[src/rtl/id_ex_stage_if.sv]
// id_ex_stage_if: decode -> ID/EX handshake and decoded-instruction bundle.
//   master : decode side, drives in_valid and the id_* fields, sees in_ready
//   slave  : ID/EX stage side, samples in_valid and the id_* fields, drives in_ready
interface id_ex_stage_if #(
    parameter int unsigned XLEN = 32,
    parameter int unsigned OPW  = 5
);
    logic            in_valid;
    logic            in_ready;
    logic [XLEN-1:0] id_pc;
    logic [XLEN-1:0] id_rs1_val;
    logic [XLEN-1:0] id_rs2_val;
    logic [XLEN-1:0] id_imm;
    logic [4:0]      id_rs1;
    logic [4:0]      id_rs2;
    logic [4:0]      id_rd;
    logic [OPW-1:0]  id_aluop;
    logic [1:0]      id_asel;
    logic            id_bsel;
    logic            id_use_rs1;
    logic            id_use_rs2;
    logic            id_regwrite;
    logic            id_memread;

    modport master (
        output in_valid, id_pc, id_rs1_val, id_rs2_val, id_imm, id_rs1, id_rs2, id_rd,
               id_aluop, id_asel, id_bsel, id_use_rs1, id_use_rs2, id_regwrite, id_memread,
        input  in_ready
    );

    modport slave (
        input  in_valid, id_pc, id_rs1_val, id_rs2_val, id_imm, id_rs1, id_rs2, id_rd,
               id_aluop, id_asel, id_bsel, id_use_rs1, id_use_rs2, id_regwrite, id_memread,
        output in_ready
    );
endinterface

[src/rtl/id_ex_stage.sv]
// id_ex_stage: ID/EX pipeline register feeding the ALU.
// Captures a decoded instruction, forwards operands from EX/MEM/WB, stalls on load-use,
// and presents the selected ALU operands, ALUOp and control on ex_*.
// Ports:
//   clk, rst           clock, synchronous active-high reset
//   dec                decode handshake + instruction fields (slave side)
//   flush              kill the held instruction and refuse the incoming one
//   ex_ready           downstream consumes ex_* this cycle
//   alu_c              ALU result of the instruction currently on ex_*
//   mem_*/wb_*         later-stage writeback forward sources
//   ex_*               registered ALU operands and control toward EX
//   load_use_stall     combinational hazard indicator
module id_ex_stage #(
    parameter int unsigned XLEN = 32,
    parameter int unsigned OPW  = 5
) (
    input  logic            clk,
    input  logic            rst,
    id_ex_stage_if.slave    dec,
    input  logic            flush,
    input  logic            ex_ready,
    input  logic [XLEN-1:0] alu_c,
    input  logic [4:0]      mem_rd,
    input  logic            mem_regwrite,
    input  logic [XLEN-1:0] mem_result,
    input  logic [4:0]      wb_rd,
    input  logic            wb_regwrite,
    input  logic [XLEN-1:0] wb_result,
    output logic            ex_valid,
    output logic [XLEN-1:0] ex_a,
    output logic [XLEN-1:0] ex_b,
    output logic [OPW-1:0]  ex_aluop,
    output logic [4:0]      ex_rd,
    output logic            ex_regwrite,
    output logic            ex_memread,
    output logic [XLEN-1:0] ex_store_data,
    output logic            load_use_stall
);

    localparam logic [OPW-1:0] AluNop = '0;

    logic            ex_valid_q;
    logic [XLEN-1:0] ex_a_q;
    logic [XLEN-1:0] ex_b_q;
    logic [OPW-1:0]  ex_aluop_q;
    logic [4:0]      ex_rd_q;
    logic            ex_regwrite_q;
    logic            ex_memread_q;
    logic [XLEN-1:0] ex_store_data_q;

    logic            adv;
    logic            capture;
    logic            ex_fwd_ok;
    logic [XLEN-1:0] rs1_fwd;
    logic [XLEN-1:0] rs2_fwd;
    logic [XLEN-1:0] a_sel;
    logic [XLEN-1:0] b_sel;

    assign adv = !ex_valid_q || ex_ready;

    always_comb begin
        load_use_stall = dec.in_valid && ex_valid_q && ex_memread_q && (ex_rd_q != 5'd0) &&
                         ((dec.id_use_rs1 && (dec.id_rs1 == ex_rd_q)) ||
                          (dec.id_use_rs2 && (dec.id_rs2 == ex_rd_q)));
    end

    assign dec.in_ready = adv && !load_use_stall && !flush;
    assign capture      = dec.in_valid && dec.in_ready;

    // A load in EX has no result yet; it is covered by the load-use stall instead.
    assign ex_fwd_ok = ex_valid_q && ex_regwrite_q && !ex_memread_q;

    // Priority EX > MEM > WB > regfile; x0 always takes the regfile value.
    always_comb begin
        rs1_fwd = dec.id_rs1_val;
        if (dec.id_rs1 != 5'd0) begin
            if (ex_fwd_ok && (ex_rd_q == dec.id_rs1)) begin
                rs1_fwd = alu_c;
            end else if (mem_regwrite && (mem_rd == dec.id_rs1)) begin
                rs1_fwd = mem_result;
            end else if (wb_regwrite && (wb_rd == dec.id_rs1)) begin
                rs1_fwd = wb_result;
            end
        end
    end

    always_comb begin
        rs2_fwd = dec.id_rs2_val;
        if (dec.id_rs2 != 5'd0) begin
            if (ex_fwd_ok && (ex_rd_q == dec.id_rs2)) begin
                rs2_fwd = alu_c;
            end else if (mem_regwrite && (mem_rd == dec.id_rs2)) begin
                rs2_fwd = mem_result;
            end else if (wb_regwrite && (wb_rd == dec.id_rs2)) begin
                rs2_fwd = wb_result;
            end
        end
    end

    always_comb begin
        a_sel = '0;
        unique case (dec.id_asel)
            2'b00:   a_sel = rs1_fwd;
            2'b01:   a_sel = dec.id_pc;
            default: a_sel = '0;
        endcase
        b_sel = dec.id_bsel ? dec.id_imm : rs2_fwd;
    end

    // Flush forces in_ready low, so it always lands in the bubble branch even when stalled.
    always_ff @(posedge clk) begin
        if (rst) begin
            ex_valid_q      <= 1'b0;
            ex_a_q          <= '0;
            ex_b_q          <= '0;
            ex_aluop_q      <= AluNop;
            ex_rd_q         <= 5'd0;
            ex_regwrite_q   <= 1'b0;
            ex_memread_q    <= 1'b0;
            ex_store_data_q <= '0;
        end else if (capture) begin
            ex_valid_q      <= 1'b1;
            ex_a_q          <= a_sel;
            ex_b_q          <= b_sel;
            ex_aluop_q      <= dec.id_aluop;
            ex_rd_q         <= dec.id_rd;
            ex_regwrite_q   <= dec.id_regwrite;
            ex_memread_q    <= dec.id_memread;
            ex_store_data_q <= rs2_fwd;
        end else if (adv || flush) begin
            // Bubble: kill control, keep datapath fields as they were.
            ex_valid_q      <= 1'b0;
            ex_aluop_q      <= AluNop;
            ex_regwrite_q   <= 1'b0;
            ex_memread_q    <= 1'b0;
        end
    end

    assign ex_valid      = ex_valid_q;
    assign ex_a          = ex_a_q;
    assign ex_b          = ex_b_q;
    assign ex_aluop      = ex_aluop_q;
    assign ex_rd         = ex_rd_q;
    assign ex_regwrite   = ex_valid_q && ex_regwrite_q;
    assign ex_memread    = ex_valid_q && ex_memread_q;
    assign ex_store_data = ex_store_data_q;

endmodule

[src/flat_wrapper.sv]
// flat-port wrapper written by rule: the top's interface ports become plain ports
module id_ex_stage_flat 
#(
    parameter int unsigned XLEN = 32,
    parameter int unsigned OPW  = 5
)
  (clk, rst, flush, ex_ready, alu_c, mem_rd, mem_regwrite, mem_result, wb_rd, wb_regwrite, wb_result, ex_valid, ex_a, ex_b, ex_aluop, ex_rd, ex_regwrite, ex_memread, ex_store_data, load_use_stall, dec_in_valid, dec_id_pc, dec_id_rs1_val, dec_id_rs2_val, dec_id_imm, dec_id_rs1, dec_id_rs2, dec_id_rd, dec_id_aluop, dec_id_asel, dec_id_bsel, dec_id_use_rs1, dec_id_use_rs2, dec_id_regwrite, dec_id_memread, dec_in_ready);
  id_ex_stage_if #(.XLEN(XLEN), .OPW(OPW)) dec_i ();
  input  logic clk;
  input  logic rst;
  input  logic flush;
  input  logic ex_ready;
  input  logic [XLEN-1:0] alu_c;
  input  logic [4:0] mem_rd;
  input  logic mem_regwrite;
  input  logic [XLEN-1:0] mem_result;
  input  logic [4:0] wb_rd;
  input  logic wb_regwrite;
  input  logic [XLEN-1:0] wb_result;
  output logic ex_valid;
  output logic [XLEN-1:0] ex_a;
  output logic [XLEN-1:0] ex_b;
  output logic [OPW-1:0] ex_aluop;
  output logic [4:0] ex_rd;
  output logic ex_regwrite;
  output logic ex_memread;
  output logic [XLEN-1:0] ex_store_data;
  output logic load_use_stall;
  input wire logic [$bits(dec_i.in_valid)-1:0] dec_in_valid;
  input wire logic [$bits(dec_i.id_pc)-1:0] dec_id_pc;
  input wire logic [$bits(dec_i.id_rs1_val)-1:0] dec_id_rs1_val;
  input wire logic [$bits(dec_i.id_rs2_val)-1:0] dec_id_rs2_val;
  input wire logic [$bits(dec_i.id_imm)-1:0] dec_id_imm;
  input wire logic [$bits(dec_i.id_rs1)-1:0] dec_id_rs1;
  input wire logic [$bits(dec_i.id_rs2)-1:0] dec_id_rs2;
  input wire logic [$bits(dec_i.id_rd)-1:0] dec_id_rd;
  input wire logic [$bits(dec_i.id_aluop)-1:0] dec_id_aluop;
  input wire logic [$bits(dec_i.id_asel)-1:0] dec_id_asel;
  input wire logic [$bits(dec_i.id_bsel)-1:0] dec_id_bsel;
  input wire logic [$bits(dec_i.id_use_rs1)-1:0] dec_id_use_rs1;
  input wire logic [$bits(dec_i.id_use_rs2)-1:0] dec_id_use_rs2;
  input wire logic [$bits(dec_i.id_regwrite)-1:0] dec_id_regwrite;
  input wire logic [$bits(dec_i.id_memread)-1:0] dec_id_memread;
  output wire logic [$bits(dec_i.in_ready)-1:0] dec_in_ready;
  assign dec_i.in_valid = dec_in_valid;
  assign dec_i.id_pc = dec_id_pc;
  assign dec_i.id_rs1_val = dec_id_rs1_val;
  assign dec_i.id_rs2_val = dec_id_rs2_val;
  assign dec_i.id_imm = dec_id_imm;
  assign dec_i.id_rs1 = dec_id_rs1;
  assign dec_i.id_rs2 = dec_id_rs2;
  assign dec_i.id_rd = dec_id_rd;
  assign dec_i.id_aluop = dec_id_aluop;
  assign dec_i.id_asel = dec_id_asel;
  assign dec_i.id_bsel = dec_id_bsel;
  assign dec_i.id_use_rs1 = dec_id_use_rs1;
  assign dec_i.id_use_rs2 = dec_id_use_rs2;
  assign dec_i.id_regwrite = dec_id_regwrite;
  assign dec_i.id_memread = dec_id_memread;
  assign dec_in_ready = dec_i.in_ready;
  id_ex_stage #(.XLEN(XLEN), .OPW(OPW)) u_core (.clk(clk), .rst(rst), .dec(dec_i), .flush(flush), .ex_ready(ex_ready), .alu_c(alu_c), .mem_rd(mem_rd), .mem_regwrite(mem_regwrite), .mem_result(mem_result), .wb_rd(wb_rd), .wb_regwrite(wb_regwrite), .wb_result(wb_result), .ex_valid(ex_valid), .ex_a(ex_a), .ex_b(ex_b), .ex_aluop(ex_aluop), .ex_rd(ex_rd), .ex_regwrite(ex_regwrite), .ex_memread(ex_memread), .ex_store_data(ex_store_data), .load_use_stall(load_use_stall));
endmodule
[config.mk]
export PLATFORM = sky130hd
export DESIGN_NAME = id_ex_stage_flat
export DESIGN_NICKNAME = d
export VERILOG_FILES = /design/src/rtl/id_ex_stage_if.sv /design/src/rtl/id_ex_stage.sv /design/src/flat_wrapper.sv
export SDC_FILE = /design/constraint.sdc
export NUM_CORES = 1
export LEC_CHECK = 0
export BUFFER_PORTS_ARGS = -buffer_cell sky130_fd_sc_hd__buf_4
export CORE_AREA = 2 2 147 149
export DETAILED_ROUTE_END_ITERATION = 8
export DIE_AREA = 0 0 149 151
export PLACE_DENSITY = 0.77
export SETUP_SLACK_MARGIN = 0.4
export SLEW_MARGIN = 0
export SYNTH_ARGS = -nofsm -noshare
export SYNTH_HDL_FRONTEND = slang
export SYNTH_SLANG_ARGS = --single-unit
[constraint.sdc]
create_clock -name clk -period 2.4 [get_ports clk]
set_clock_uncertainty 0.1 [all_clocks]
set_input_delay 0 -clock clk [delete_from_list [all_inputs] [get_ports clk]]
set_output_delay 0 -clock clk [all_outputs]
set_load 0.1 [all_outputs]
==> impl_results.rst <==
.. list-table::
   :header-rows: 1

   * - Metric
     - Value
   * - Number of enable flip-flop cells after synthesis
     - 0
   * - Relative max-transition margin
     - 0.460
   * - Source of the worst hold timing path
     - dec_id_pc[18]
   * - DIE AREA
     - 22,500 um^2
   * - Setup Crit Path Kind
     - register to register
   * - Growth of design area from synthesis to finish
     - 83.0%
   * - Pwr per Cell Area
     - 439 nW/um^2
   * - Sequential cell area in the final layout
     - 2200 um^2
   * - Synthesized Nets
     - 1,312
   * - Number of input and output port buffers inserted
     - 378
   * - Mapped Area
     - 7820 um^2
   * - Max Fanout on Critical Path
     - 15
   * - R2R cell count
     - 8
   * - Multi-input gate area in the final layout
     - 6070 um^2
   * - Number of DRC markers after the initial detailed-route iteration
     - 1,228
   * - Bufs on Longest Clock Path
     - 2
   * - Hold WC Path Type
     - input port to register
   * - Number of instances in the synthesized netlist
     - 1,044
   * - Sequential cell fraction of total power
     - 0.315
   * - Non-filler cells in the finished layout
     - 1,815
   * - Number of synthesized register bits
     - 109
   * - Failing checks
     - hold timing
   * - Drt wl/cell
     - 26.0 um
   * - Setup repair after global routing missed its margin
     - yes
   * - Final net count
     - 1,802
   * - Length of the first detailed-routing pass in iterations
     - 7
   * - Outcome
     - finished with violations
   * - Total clock buffers created by CTS
     - 9
   * - Final Wtd Congestion
     - 1.01
   * - Leakage dissipation
     - 5.83 nW
   * - Capture endpoint of the worst hold path
     - u_core.ex_a[18]
   * - Sequential-to-total area share from yosys stat
     - 0.279
   * - Number of failing setup endpoints in the final timing report
     - 0
   * - Level count of the clock H-tree
     - 3
   * - Post-detailed-route DRC marker count
     - 0
   * - Clk sinks
     - 109
   * - Placed cell count
     - 1,627
   * - FP Rows
     - 53
   * - Worst hold slack
     - -0.00572 ns
   * - Detailed placement HPWL
     - 31,100 um
   * - Crit path launch
     - u_core.ex_rd[1]
   * - Reported max-cap violation count
     - 0
   * - CP startpoint kind
     - register
   * - Clock group share of total power
     - 0.260
   * - Count of nets left with antenna violations after detail routing
     - 0
   * - Final WL
     - 47,300 um
   * - Floorplan Core Area
     - 20,800 um^2
   * - TritonCTS clock tree
     - done
   * - Number of unique standard cell types used by synthesis
     - 53
   * - Tot GR Track Use
     - 0.378
   * - Largest vdd supply drop
     - 0.412 mV
   * - Achievable frequency
     - 425 MHz
   * - Cell area after layout
     - 14,300 um^2
   * - GRT overflow
     - 0
   * - First-pass GRT wire length
     - 64,700 um
   * - Die height
     - 151 um
   * - Reg2reg start
     - u_core.ex_rd[1]
   * - Skew-Pair Late Insertion Delay
     - 0.36 ns
   * - Setup slack after layout
     - 0.0474 ns
   * - Area post-placement
     - 11,400 um^2
   * - Share of the cycle needed by the critical path after routing
     - 0.980
   * - Number of vias per cell
     - 6.46
   * - CTS clock-pin slew for the worst setup and hold paths
     - 0.09 ns
   * - Internal portion of total power
     - 0.00375 W
   * - Reg-to-reg setup timing slack
     - 0.05 ns
   * - Max-slew violation count
     - 0
   * - Final critical path time including I/O delays and setup
     - 2.35 ns
   * - Number of failing hold endpoints at the final stage
     - 2
   * - RR Endpoint
     - u_core.ex_store_data[3]
   * - DIE WIDTH
     - 149 um
   * - Fillers
     - 1,587
   * - Synth warnings
     - 0
   * - Comb pwr share
     - 0.426
   * - Per-instance average area after synthesis
     - 7.49 um^2
   * - Number of antenna violations at the first check in global routing
     - 2
   * - Number of global-route vias before repair
     - 11,000
   * - Net switching share of the total power
     - 0.404
   * - Total negative slack for setup checks
     - 0 ns
   * - Share of final-layout standard cells stronger than drive strength 1
     - 0.407
   * - Cell at the root of the clock tree
     - clkbuf_16
   * - Slew at the pin closest to its max-slew limit
     - 0.809 ns
   * - Critical Path Sink Type
     - register
   * - Required time of the critical path
     - 2.60 ns
   * - Share of flip-flops with an asynchronous set or reset
     - 0
   * - Worst endpoint data arrival time
     - 2.56 ns
   * - Initial Utilization
     - 0.376
   * - Vias
     - 11,700
   * - Final design utilization
     - 0.688
   * - Sw power
     - 0.00254 W
   * - Maximum number of pins on one net before global-route repair
     - 63
   * - I/O pin total
     - 379
   * - Worst Hold Depth
     - 5
   * - Pre-CTS setup slack
     - 0.0575 ns
   * - Ys flop type
     - dfxtp_1
-- state kept, by name, indices dropped and copies added, names as in the netlist --
| register | cells |
|---|---|
| u_core.ex_a | 32 |
| u_core.ex_b | 32 |
| u_core.ex_store_data | 32 |
| u_core.ex_aluop | 5 |
| u_core.ex_rd | 5 |
| u_core.ex_memread_q | 1 |
| u_core.ex_regwrite_q | 1 |
| u_core.ex_valid | 1 |
-- layout make-up --
cell class                      count  area share
Inverter                            8     0.00210
Tap cell                          275      0.0240
Clock buffer                        9      0.0157
Sequential cell                   109       0.154
Multi-Input combinational cell    806       0.424
Timing Repair Buffer              600       0.374
Antenna cell                        2    0.000350
Clock inverter                      6     0.00577
-- layer usage --
| metal | vias to the layer above | global-route usage | part of all wire |
|---|---|---|---|
| met1 | 5560 | 0.437 | 0.35 |
| met5 | - | 0 | 0 |
| met4 | 0 | 0.198 | 0.065 |
| met3 | 219 | 0.0696 | 0.10 |
| met2 | 903 | 0.666 | 0.48 |
| li1 | 5040 | - | - |
-- worst max-delay path by stage --
stage,slack [ns],cells past startpoint,endpoint
final,0.05,8,u_core.ex_store_data[3]
after global routing,0.04,8,u_core.ex_b[6]
after CTS,0.16,5,u_core.ex_b[1]
after detailed placement,0.06,7,u_core.ex_b[1]
after global placement,0.09,7,u_core.ex_store_data[2]
after floorplan,0.02,4,dec_in_ready
-- cell usage in the layout (no fill, tap or decap), drive strengths merged, types with 2 or more instances in the layout --
| master | count |
|---|---|
| nor3 | 46 |
| o31ai | 9 |
| a211oi | 21 |
| clkbuf | 16 |
| or3 | 3 |
| o221ai | 19 |
| nand2b | 2 |
| dlygate4sd3 | 135 |
| xor2 | 5 |
| and2 | 34 |
| o211ai | 24 |
| nand4 | 4 |
| inv | 10 |
| a21oi | 88 |
| xnor2 | 25 |
| o221a | 3 |
| nor2 | 17 |
| a31oi | 29 |
| diode | 2 |
| a221o | 35 |
| nand2 | 81 |
| o31a | 3 |
| dfxtp | 109 |
| clkinv | 2 |
| o21ai | 68 |
| nand3 | 112 |
| a32o | 11 |
| o41ai | 48 |
| o21a | 25 |
| nor2b | 31 |
| buf | 457 |
| nor4 | 2 |
| or4 | 2 |
| a221oi | 22 |
| or2 | 3 |
| nor3b | 8 |
| and3 | 5 |
| a22oi | 13 |
-- cell usage after synthesis (4+ instances only) --
cell / n / area share
nand3_1: 112 / 0.072
dfxtp_1: 109 / 0.28
a21oi_1: 88 / 0.056
nand2_1: 81 / 0.039
clkbuf_1: 66 / 0.032
o21ai_0: 58 / 0.037
o41ai_1: 48 / 0.054
buf_2: 47 / 0.030
nor3_1: 45 / 0.029
a221o_1: 35 / 0.045
and2_1: 34 / 0.027
nor2b_1: 31 / 0.025
a31oi_1: 29 / 0.023
o21a_1: 25 / 0.024
xnor2_1: 25 / 0.028
a221oi_1: 22 / 0.025
a211oi_1: 21 / 0.020
o211ai_1: 21 / 0.020
o221ai_1: 19 / 0.021
nor2_1: 17 / 0.0082
a22oi_1: 13 / 0.012
a32o_1: 11 / 0.014
o21ai_1: 10 / 0.0064
o31ai_1: 9 / 0.0086
inv_1: 8 / 0.0038
nor3b_1: 8 / 0.0077
xor2_1: 5 / 0.0056
and3_1: 4 / 0.0032
buf_1: 4 / 0.0019
nand4_1: 4 / 0.0032
-- power by group through the flow --
stage / clock network, W / registers, W / logic (W)
2_1_floorplan: 0 / 0.00268 / 0.000681
3_3_place_gp: 0 / 0.00200 / 0.00218
3_5_place_dp: 0 / 0.00200 / 0.00219
4_1_cts: 0.00163 / 0.00197 / 0.00248
5_1_grt: 0.00171 / 0.00199 / 0.00276
6_report: 0.00163 / 0.00198 / 0.00268
-- worst max-delay path, cell delays in order, from the launching register on --
cell	delay, ns
dfxtp_4	0.39
or4_4	0.56
o211ai_4	0.23
buf_6	0.15
o211a_4	0.24
buf_4	0.18
clkbuf_16	0.19
o21ai_1	0.08
a21oi_1	0.16
-- per-stage QoR --
step / total power [W] / hold WS (ns)
final: 0.00629 / -0.00572
after detailed placement: 0.00419 / 0.141
after global placement: 0.00419 / 0.136
after global routing: 0.00645 / 0.0161
after floorplan: 0.00336 / 0.00704
after CTS: 0.00607 / 0.00137
-- what timing repair did --
| item | in CTS | in global routing |
|---|---|---|
| pin swaps | 4 | 10 |
| setup buffers | 9 | 9 |
| gates resized for setup | 41 | 73 |
| cloned | 9 | 9 |
| endpoints found under the setup margin | 111 | 111 |
| hold buffers | 135 | 0 |
| hold endpoints to repair | 105 | 0 |
-- logic make-up after synthesis --
family,count (synthesis),share of synthesized area
simple gates,351,0.228
flops,109,0.279
buf+inv,130,0.0729
compound gates,424,0.386
xor+xnor,30,0.0336
No activity file was read; power rests on OpenSTA's default activity.
